==> src/rtl/chan_mux.sv <==
// chan_mux: fixed-select / round-robin N:1 channel mux feeding one registered output stage.
module chan_mux #(
    parameter int WIDTH    = 8,
    parameter int CHANNELS = 8,
    parameter int SEL_W    = 3
) (
    input  logic                      clk,
    input  logic                      rst_n,
    input  logic [CHANNELS*WIDTH-1:0] in_data,
    input  logic [CHANNELS-1:0]       in_valid,
    output logic [CHANNELS-1:0]       in_ready,
    input  logic                      mode,
    input  logic [SEL_W-1:0]          sel,
    output logic [WIDTH-1:0]          out_data,
    output logic [SEL_W-1:0]          out_chan,
    output logic                      out_valid,
    input  logic                      out_ready
);
    logic [WIDTH-1:0] ch_data [CHANNELS];
    logic [WIDTH-1:0] out_data_q, out_data_d;
    logic [SEL_W-1:0] out_chan_q, out_chan_d, rr_ptr_q, rr_ptr_d, rr_idx, gnt_idx;
    logic             out_valid_q, out_valid_d, rr_hit, gnt_valid, accept;
    logic [SEL_W:0]   cand;

    for (genvar g = 0; g < CHANNELS; g++) begin : g_ch
        assign ch_data[g] = in_data[g*WIDTH +: WIDTH];
    end

    // Farthest candidates are visited first so the nearest valid one after rr_ptr wins.
    always_comb begin
        rr_hit = 1'b0;
        rr_idx = rr_ptr_q;
        cand   = '0;
        for (int k = CHANNELS; k >= 1; k--) begin
            cand = {1'b0, rr_ptr_q} + (SEL_W+1)'(k);
            cand = (cand >= (SEL_W+1)'(CHANNELS)) ? cand - (SEL_W+1)'(CHANNELS) : cand;
            if (in_valid[cand[SEL_W-1:0]]) begin
                rr_hit = 1'b1;
                rr_idx = cand[SEL_W-1:0];
            end
        end
    end

    always_comb begin
        gnt_valid   = mode ? rr_hit : (({1'b0, sel} < (SEL_W+1)'(CHANNELS)) && in_valid[sel]);
        gnt_idx     = mode ? rr_idx : sel;
        accept      = rst_n && gnt_valid && (!out_valid_q || out_ready);
        in_ready    = accept ? CHANNELS'(1) << gnt_idx : '0;
        rr_ptr_d    = accept ? gnt_idx : rr_ptr_q;
        out_valid_d = accept || (out_valid_q && !out_ready);
        out_data_d  = accept ? ch_data[gnt_idx] : out_data_q;
        out_chan_d  = accept ? gnt_idx : out_chan_q;
    end

    always_ff @(posedge clk or negedge rst_n) begin
        if (!rst_n) begin
            out_data_q  <= '0;
            out_chan_q  <= '0;
            out_valid_q <= 1'b0;
            rr_ptr_q    <= SEL_W'(CHANNELS-1);
        end else begin
            out_data_q  <= out_data_d;
            out_chan_q  <= out_chan_d;
            out_valid_q <= out_valid_d;
            rr_ptr_q    <= rr_ptr_d;
        end
    end

    assign out_data  = out_data_q;
    assign out_chan  = out_chan_q;
    assign out_valid = out_valid_q;
endmodule

==> config.mk <==
export PLATFORM = sky130hd
export DESIGN_NAME = chan_mux
export DESIGN_NICKNAME = d
export VERILOG_FILES = /design/src/rtl/chan_mux.sv
export SDC_FILE = /design/constraint.sdc
export NUM_CORES = 1
export LEC_CHECK = 0
export CORE_ASPECT_RATIO = 1.4
export CORE_UTILIZATION = 40
export CTS_CLUSTER_SIZE = 8
export DETAILED_ROUTE_END_ITERATION = 10
export DONT_BUFFER_PORTS = 1
export GPL_ROUTABILITY_DRIVEN = 0
export GPL_TIMING_DRIVEN = 0
export PLACE_DENSITY = 0.63
export SLEW_MARGIN = 20
export SYNTH_ARGS = -nofsm -noshare
export SYNTH_HDL_FRONTEND = slang
export SYNTH_SLANG_ARGS = --single-unit
==> constraint.sdc <==
create_clock -name clk -period 12.81 [get_ports clk]
set_clock_uncertainty 0.05 [all_clocks]
set_input_delay 3.2025 -clock clk [delete_from_list [all_inputs] [get_ports clk]]
set_output_delay 3.2025 -clock clk [all_outputs]
set_load 0.02 [all_outputs]
==> results of run 1 <==
-- power by group through the flow --
stage          sequential, mW  clock, mW  combinational [mW]
2_1_floorplan           0.108          0               0.813
3_3_place_gp            0.116          0                1.00
3_5_place_dp            0.117          0                1.02
4_1_cts                 0.116     0.0613                1.02
5_1_grt                 0.120     0.0634                1.10
6_report                0.116     0.0599                1.03
-- per-stage QoR --
step | power (mW) | util [%]
after global placement | 1.12 | 42.8
after floorplan | 0.921 | -
after detailed placement | 1.13 | 42.8
after CTS | 1.20 | 43.7
after global routing | 1.29 | 43.7
final | 1.21 | 43.7
-- area by class of cell --
cell class                      count  area [um2]  share of cell area, %
Multi-Input combinational cell    341        2940                   78.5
Tap cell                          105         131                   3.51
Buffer                             40         199                   5.32
Inverter                            4        15.0                  0.401
Clock inverter                      1        5.00                  0.134
Sequential cell                    15         379                   10.1
Clock buffer                        3        75.1                   2.01
-- worst register-to-register path: stages, from the launching register on --
cell	delay, ps
dfstp_2	530
buf_6	150
clkinv_1	250
ha_1	490
mux4_2	620
mux2i_2	490
clkbuf_1	480
clkbuf_1	450
o22ai_1	170
a221oi_1	290
mux2_2	250
o221ai_2	100
-- layout by cell type (no fill, tap or decap), types with 3 or more instances in the layout --
master	instances
o221ai_2	8
and2_1	17
nand2b_1	4
inv_1	3
a221o_1	8
buf_1	6
a221oi_1	18
o22ai_1	25
a21oi_1	3
mux4_2	20
nor2_1	4
clkbuf_16	3
dfstp_2	3
buf_6	5
and3_1	8
o211ai_1	3
buf_2	6
mux2_2	45
mux2i_1	41
a31o_1	3
nand3_1	5
o21ai_0	21
nor3_2	8
xnor2_1	3
nand2_1	58
a31o_2	6
dfrtp_1	12
nor3_1	9
clkbuf_1	22
-- sequential cells by signal, summed over array words and instances, names as in the netlist --
name       count
rr_ptr_q       3
out_valid      1
out_chan       3
out_data       8
-- worst paths after layout --
path,start,to,cells past startpoint,slack [ps]
worst max-delay path,sel[0],in_ready[4],9,3500
worst min-delay path,out_chan[1]$_DFFE_PN0P_,out_chan[1]$_DFFE_PN0P_,2,570
worst max register to register,rr_ptr_q[0]$_DFFE_PN1P_,out_data[4]$_DFFE_PN0P_,11,8340
worst min register to register,out_chan[1]$_DFFE_PN0P_,out_chan[1]$_DFFE_PN0P_,2,570
max in group asynchronous,rst_n,rr_ptr_q[1]$_DFFE_PN1P_,0,9940
min in group asynchronous,rst_n,out_chan[0]$_DFFE_PN0P_,0,2600
-- cell families (layout without fill, tap and decap cells) --
kind of cell	Yosys count	after routing	synth area share, %
simple gates	120	120	17.3
mux	111	111	41.2
compound gates	104	104	23.0
buf+inv	44	48	6.06
flops	15	15	10.7
xor+xnor	4	4	0.993
fa+ha+maj	2	2	0.709
-- layer usage --
| layer | wire [um] | up-vias | share of wire, % | GRT usage [%] |
|---|---|---|---|---|
| li1 | - | 1583 | - | - |
| met1 | 4380 | 1649 | 39 | 28.7 |
| met2 | 5880 | 137 | 52 | 43.0 |
| met3 | 837 | 18 | 7.4 | 5.00 |
| met4 | 200 | 0 | 1.8 | 6.79 |
| met5 | 0 | - | 0 | 0 |
==> results.sh, run 1 <==
export IMPL_outcome="complete, no violations"
export IMPL_routed_wl_um=11300
export IMPL_numCtsBuffers=3
export IMPL_design_area_um2=3740
export IMPL_yosys_register_bits=15
export IMPL_worst_path_dominant_cell_family="buffers and inverters"
export IMPL_post_cts_buffers=0
export IMPL_crit_type="primary input to output pin"
export IMPL_max_stage_delay_ps=570
export IMPL_comb_power_share_pct=85.4
export IMPL_clockPowerShare_pct=5.0
export IMPL_cp_slowest_cell="mux4_2"
export IMPL_finalHoldViolCount=0
export IMPL_drive_above_1_share_pct=27.7
export IMPL_ys_seq_area_share_pct=10.7
export IMPL_synth_cell_types=47
export IMPL_cp_required_ps=9560
export IMPL_critPathArrivalTime_ps=6060
export IMPL_synth_area_leaders="mux2_2 14%, mux4_2 13%, mux2i_1 12%"
export IMPL_insertion_delay_ps=240
export IMPL_setup_ws_ps=3500
export IMPL_syn_inst=400
export IMPL_timing_fmax_ghz=0.107
export IMPL_htreeDepth=1
export IMPL_seqPwrFrac_pct=9.6
export IMPL_cp_end_kind="output pin"
export IMPL_floorplan_initialDensity_pct=41.2
export IMPL_rows=40
export IMPL_syn_area_um2=3530
export IMPL_overflow=0
export IMPL_critPathBufInv=3
export IMPL_hold_slack_ps=565
export IMPL_finalCritPeriodShare_pct=72.7
export IMPL_fin_cells=509
export IMPL_synth_common_cells="58 x nand2_1, 45 x mux2_2, 41 x mux2i_1, 25 x o22ai_1, 22 x clkbuf_1"
export IMPL_cap_violations=0
export IMPL_synth_top_cell_by_area="mux2_2"
export IMPL_yosys_warnings=0
export IMPL_synth_ff_type="dfrtp_1"
export IMPL_yosysMostFrequentCell="nand2_1"
export IMPL_ir_drop_uv=126
export IMPL_start_kind="primary input"
export IMPL_drt_pass1_iter_count=5
export IMPL_crit_fanout=10
export IMPL_power_internal_mw=0.571
export IMPL_placed_area_um2=3660
export IMPL_power_switching_mw=0.635
export IMPL_crit_top_cell="nand2b_1"
export IMPL_drtAntennaViolNets=0
export IMPL_drc=0
export IMPL_cts_buffer_depth=2
export IMPL_portBuffers=0
export IMPL_holdBufCountCts=0
export IMPL_n_fill_cell=883
export IMPL_synth_edff_count=0
export IMPL_fin_nets=486
export IMPL_coreArea_um2=8560
export IMPL_place_ws_ps=3470
export IMPL_area_delta_synth_final_pct=5.99
export IMPL_slew_headroom_pct=48.9
export IMPL_root_buffer="clkbuf_16"
export IMPL_worst_slew_pin_slew_ps=766
export IMPL_powerDensity_nw_per_um2=322
export IMPL_finalCriticalPeriod_ps=9310
export IMPL_ioPinCount=99
export IMPL_avgSynthCellArea_um2=8.82
export IMPL_hp_class="flip-flop to flip-flop"
export IMPL_p_leak_nw=1.40
export IMPL_ctsResizeCount=0
export IMPL_finalMaxSlewViolations=0
export IMPL_power_switching_share_pct=52.7
export IMPL_setup_viol=0
export IMPL_grt_pass1_vias=3432
export IMPL_antenna_found_initial=0
export IMPL_yosys_area_top_type_share_pct=14.4
export IMPL_grt_usage_pct=24.3
export IMPL_grt_max_degree=17
export IMPL_avgViaCountPerCell=6.65
export IMPL_numClockSinks=15
export IMPL_die_h_um=113
export IMPL_avgRoutedWirePerCell_um=22.2
export IMPL_fin_setup_tns_ps=0
export IMPL_drt_iter0_drc=279
export IMPL_rsz0062_at_grt="no"
export IMPL_syn_nets=481
export IMPL_clk_pin_slew_ps=50
export IMPL_dpl_cell_count=505
export IMPL_cts_tree="yes"
export IMPL_vias=3387
export IMPL_path_cells="clkbuf_1, mux4_2, mux2_2, o211ai_1, nand2b_1, buf_2, nand2b_1, buf_1, nor3_1"
export IMPL_die_area_um2=9210
export IMPL_grt_pass1_wl_um=17300
export IMPL_async_reset_ff_share_pct=100
export IMPL_dp_hpwl_um=8780
export IMPL_die_w_um=81.4
export IMPL_diodes=0
(Power assumes the default switching activity.)
==> run 2: changes to the inputs <==
- PLACE_DENSITY: 0.63 -> 0.65
- clock period: 12.81 -> 8.1 ns (I/O delays scaled with it)
==> results.sh, run 2 (synthesis gave the netlist of run 1 again) <==
export IMPL_outcome="complete, no violations"
export IMPL_cts_buffer_depth=2
export IMPL_overflow=0
export IMPL_start_kind="primary input"
export IMPL_holdBufCountCts=0
export IMPL_fin_nets=486
export IMPL_largest_register_ff_count=8
export IMPL_worst_path_dominant_cell_family="simple AND/OR/NAND/NOR gates"
export IMPL_fin_cells=509
export IMPL_crit_type="primary input to output pin"
export IMPL_portBuffers=0
export IMPL_drt_pass1_iter_count=4
export IMPL_coreArea_um2=8560
export IMPL_dp_hpwl_um=8790
export IMPL_hp_class="flip-flop to flip-flop"
export IMPL_path_cells="mux4_2, mux2i_2, nand2_1, a221oi_1, o22ai_1, or2_1, clkbuf_1, nor3_1"
export IMPL_critPathArrivalTime_ps=4820
export IMPL_numCtsBuffers=3
export IMPL_powerDensity_nw_per_um2=508
export IMPL_drt_iter0_drc=189
export IMPL_routed_wl_um=11400
export IMPL_die_w_um=81.4
export IMPL_clk_pin_slew_ps=50
export IMPL_grt_pass1_vias=3459
export IMPL_placed_area_um2=3660
export IMPL_seqCellArea_um2=379
export IMPL_slew_headroom_pct=46.9
export IMPL_cts_tree="yes"
export IMPL_ctsResizeCount=0
export IMPL_cp_end_kind="output pin"
export IMPL_cp_required_ps=6030
export IMPL_n_fill_cell=830
export IMPL_numClockSinks=15
export IMPL_htreeDepth=1
export IMPL_avgRoutedWirePerCell_um=22.3
export IMPL_setup_viol=0
export IMPL_fin_setup_tns_ps=0
export IMPL_ioPinCount=99
export IMPL_rsz0062_at_grt="no"
export IMPL_dpl_cell_count=505
export IMPL_floorplan_initialDensity_pct=41.2
export IMPL_rows=40
export IMPL_finalCriticalPeriod_ps=6890
export IMPL_final_core_utilization_pct=43.7
export IMPL_grt_pass1_wl_um=17600
export IMPL_die_h_um=113
export IMPL_finalHoldViolCount=0
export IMPL_hold_start="out_chan[1]$_DFFE_PN0P_"
export IMPL_final_cell_mix="58 x nand2_1, 45 x mux2_2, 41 x mux2i_1"
export IMPL_layout_commonest_cell="nand2_1"
export IMPL_r2r_start="rr_ptr_q[0]$_DFFE_PN1P_"
export IMPL_finalMaxSlewViolations=0
export IMPL_worst_slew_pin_slew_ps=796
export IMPL_grt_max_degree=17
export IMPL_cap_violations=0
export IMPL_antenna_found_initial=0
export IMPL_root_buffer="clkbuf_16"
export IMPL_drtAntennaViolNets=0
export IMPL_timing_fmax_ghz=0.145
export IMPL_die_area_um2=9210
export IMPL_post_cts_buffers=0
export IMPL_max_stage_delay_ps=570
export IMPL_drc=0
export IMPL_critPathBufInv=1
export IMPL_avgViaCountPerCell=6.93
export IMPL_cp_startpoint="in_valid[2]"
export IMPL_crit_fanout=10
export IMPL_vias=3529
export IMPL_grt_usage_pct=24.6
export IMPL_design_area_um2=3740
export IMPL_area_delta_synth_final_pct=5.96
export IMPL_finalCritPeriodShare_pct=85.1
export IMPL_cp_slowest_cell="nor3_1"
export IMPL_ir_drop_uv=194
export IMPL_insertion_delay_ps=250
export IMPL_diodes=0
export IMPL_drive_above_1_share_pct=27.5
export IMPL_multi_input_area_um2=2940
export IMPL_p_leak_nw=1.39
run 2: cell types whose count changed in the layout (fill, tap and decap cells not counted):
cell,change
clkinv_2,-1
clkbuf_1,+1
run 2: per-stage QoR:
step / worst slack (ps) / hold WS (ps) / power [mW]
2_1_floorplan: 1730 / 540 / 1.46
3_3_place_gp: 1210 / 553 / 1.76
3_5_place_dp: 1180 / 563 / 1.79
4_1_cts: 1170 / 574 / 1.89
5_1_grt: 1020 / 603 / 2.03
6_report: 1210 / 566 / 1.90
run 2: layout make-up:
class / instances / area share (%)
tap: 105 / 3.51
sequential: 15 / 10.1
buffer: 40 / 5.32
inverter: 4 / 0.402
multi-input combinational: 341 / 78.5
clock buffer: 4 / 2.11
run 2: layer usage:
metal	global-route usage, %	wire length [um]
met4	10.1	403
met5	0	0
met2	42.6	5730
met1	28.5	4220
met3	5.40	1020
run 2: where the power goes:
part	switching (mW)	internal (mW)	leakage [nW]
logic	0.898	0.719	1.18
registers	0.0686	0.117	0.178
clock network	0.0303	0.0667	0.0382
total	0.997	0.903	1.39
run 2: final timing paths:
kind,endpoint,slack (ps),cells after the start
worst max-delay path,in_ready[2],1210,8
worst min-delay path,out_chan[1]$_DFFE_PN0P_,570,2
worst max register to register,out_data[3]$_DFFE_PN0P_,3650,11
worst min register to register,out_chan[1]$_DFFE_PN0P_,570,2
max in group asynchronous,rr_ptr_q[0]$_DFFE_PN1P_,6410,0
min in group asynchronous,out_valid$_DFF_PN0_,1420,0
run 2: tightest hold or removal path: cells and delay by family (launching register included):
kind | cells | cell delay (ps)
DFF | 1 | 440
and+or+nand+nor | 1 | 70
AOI/OAI and AO/OA | 1 | 70
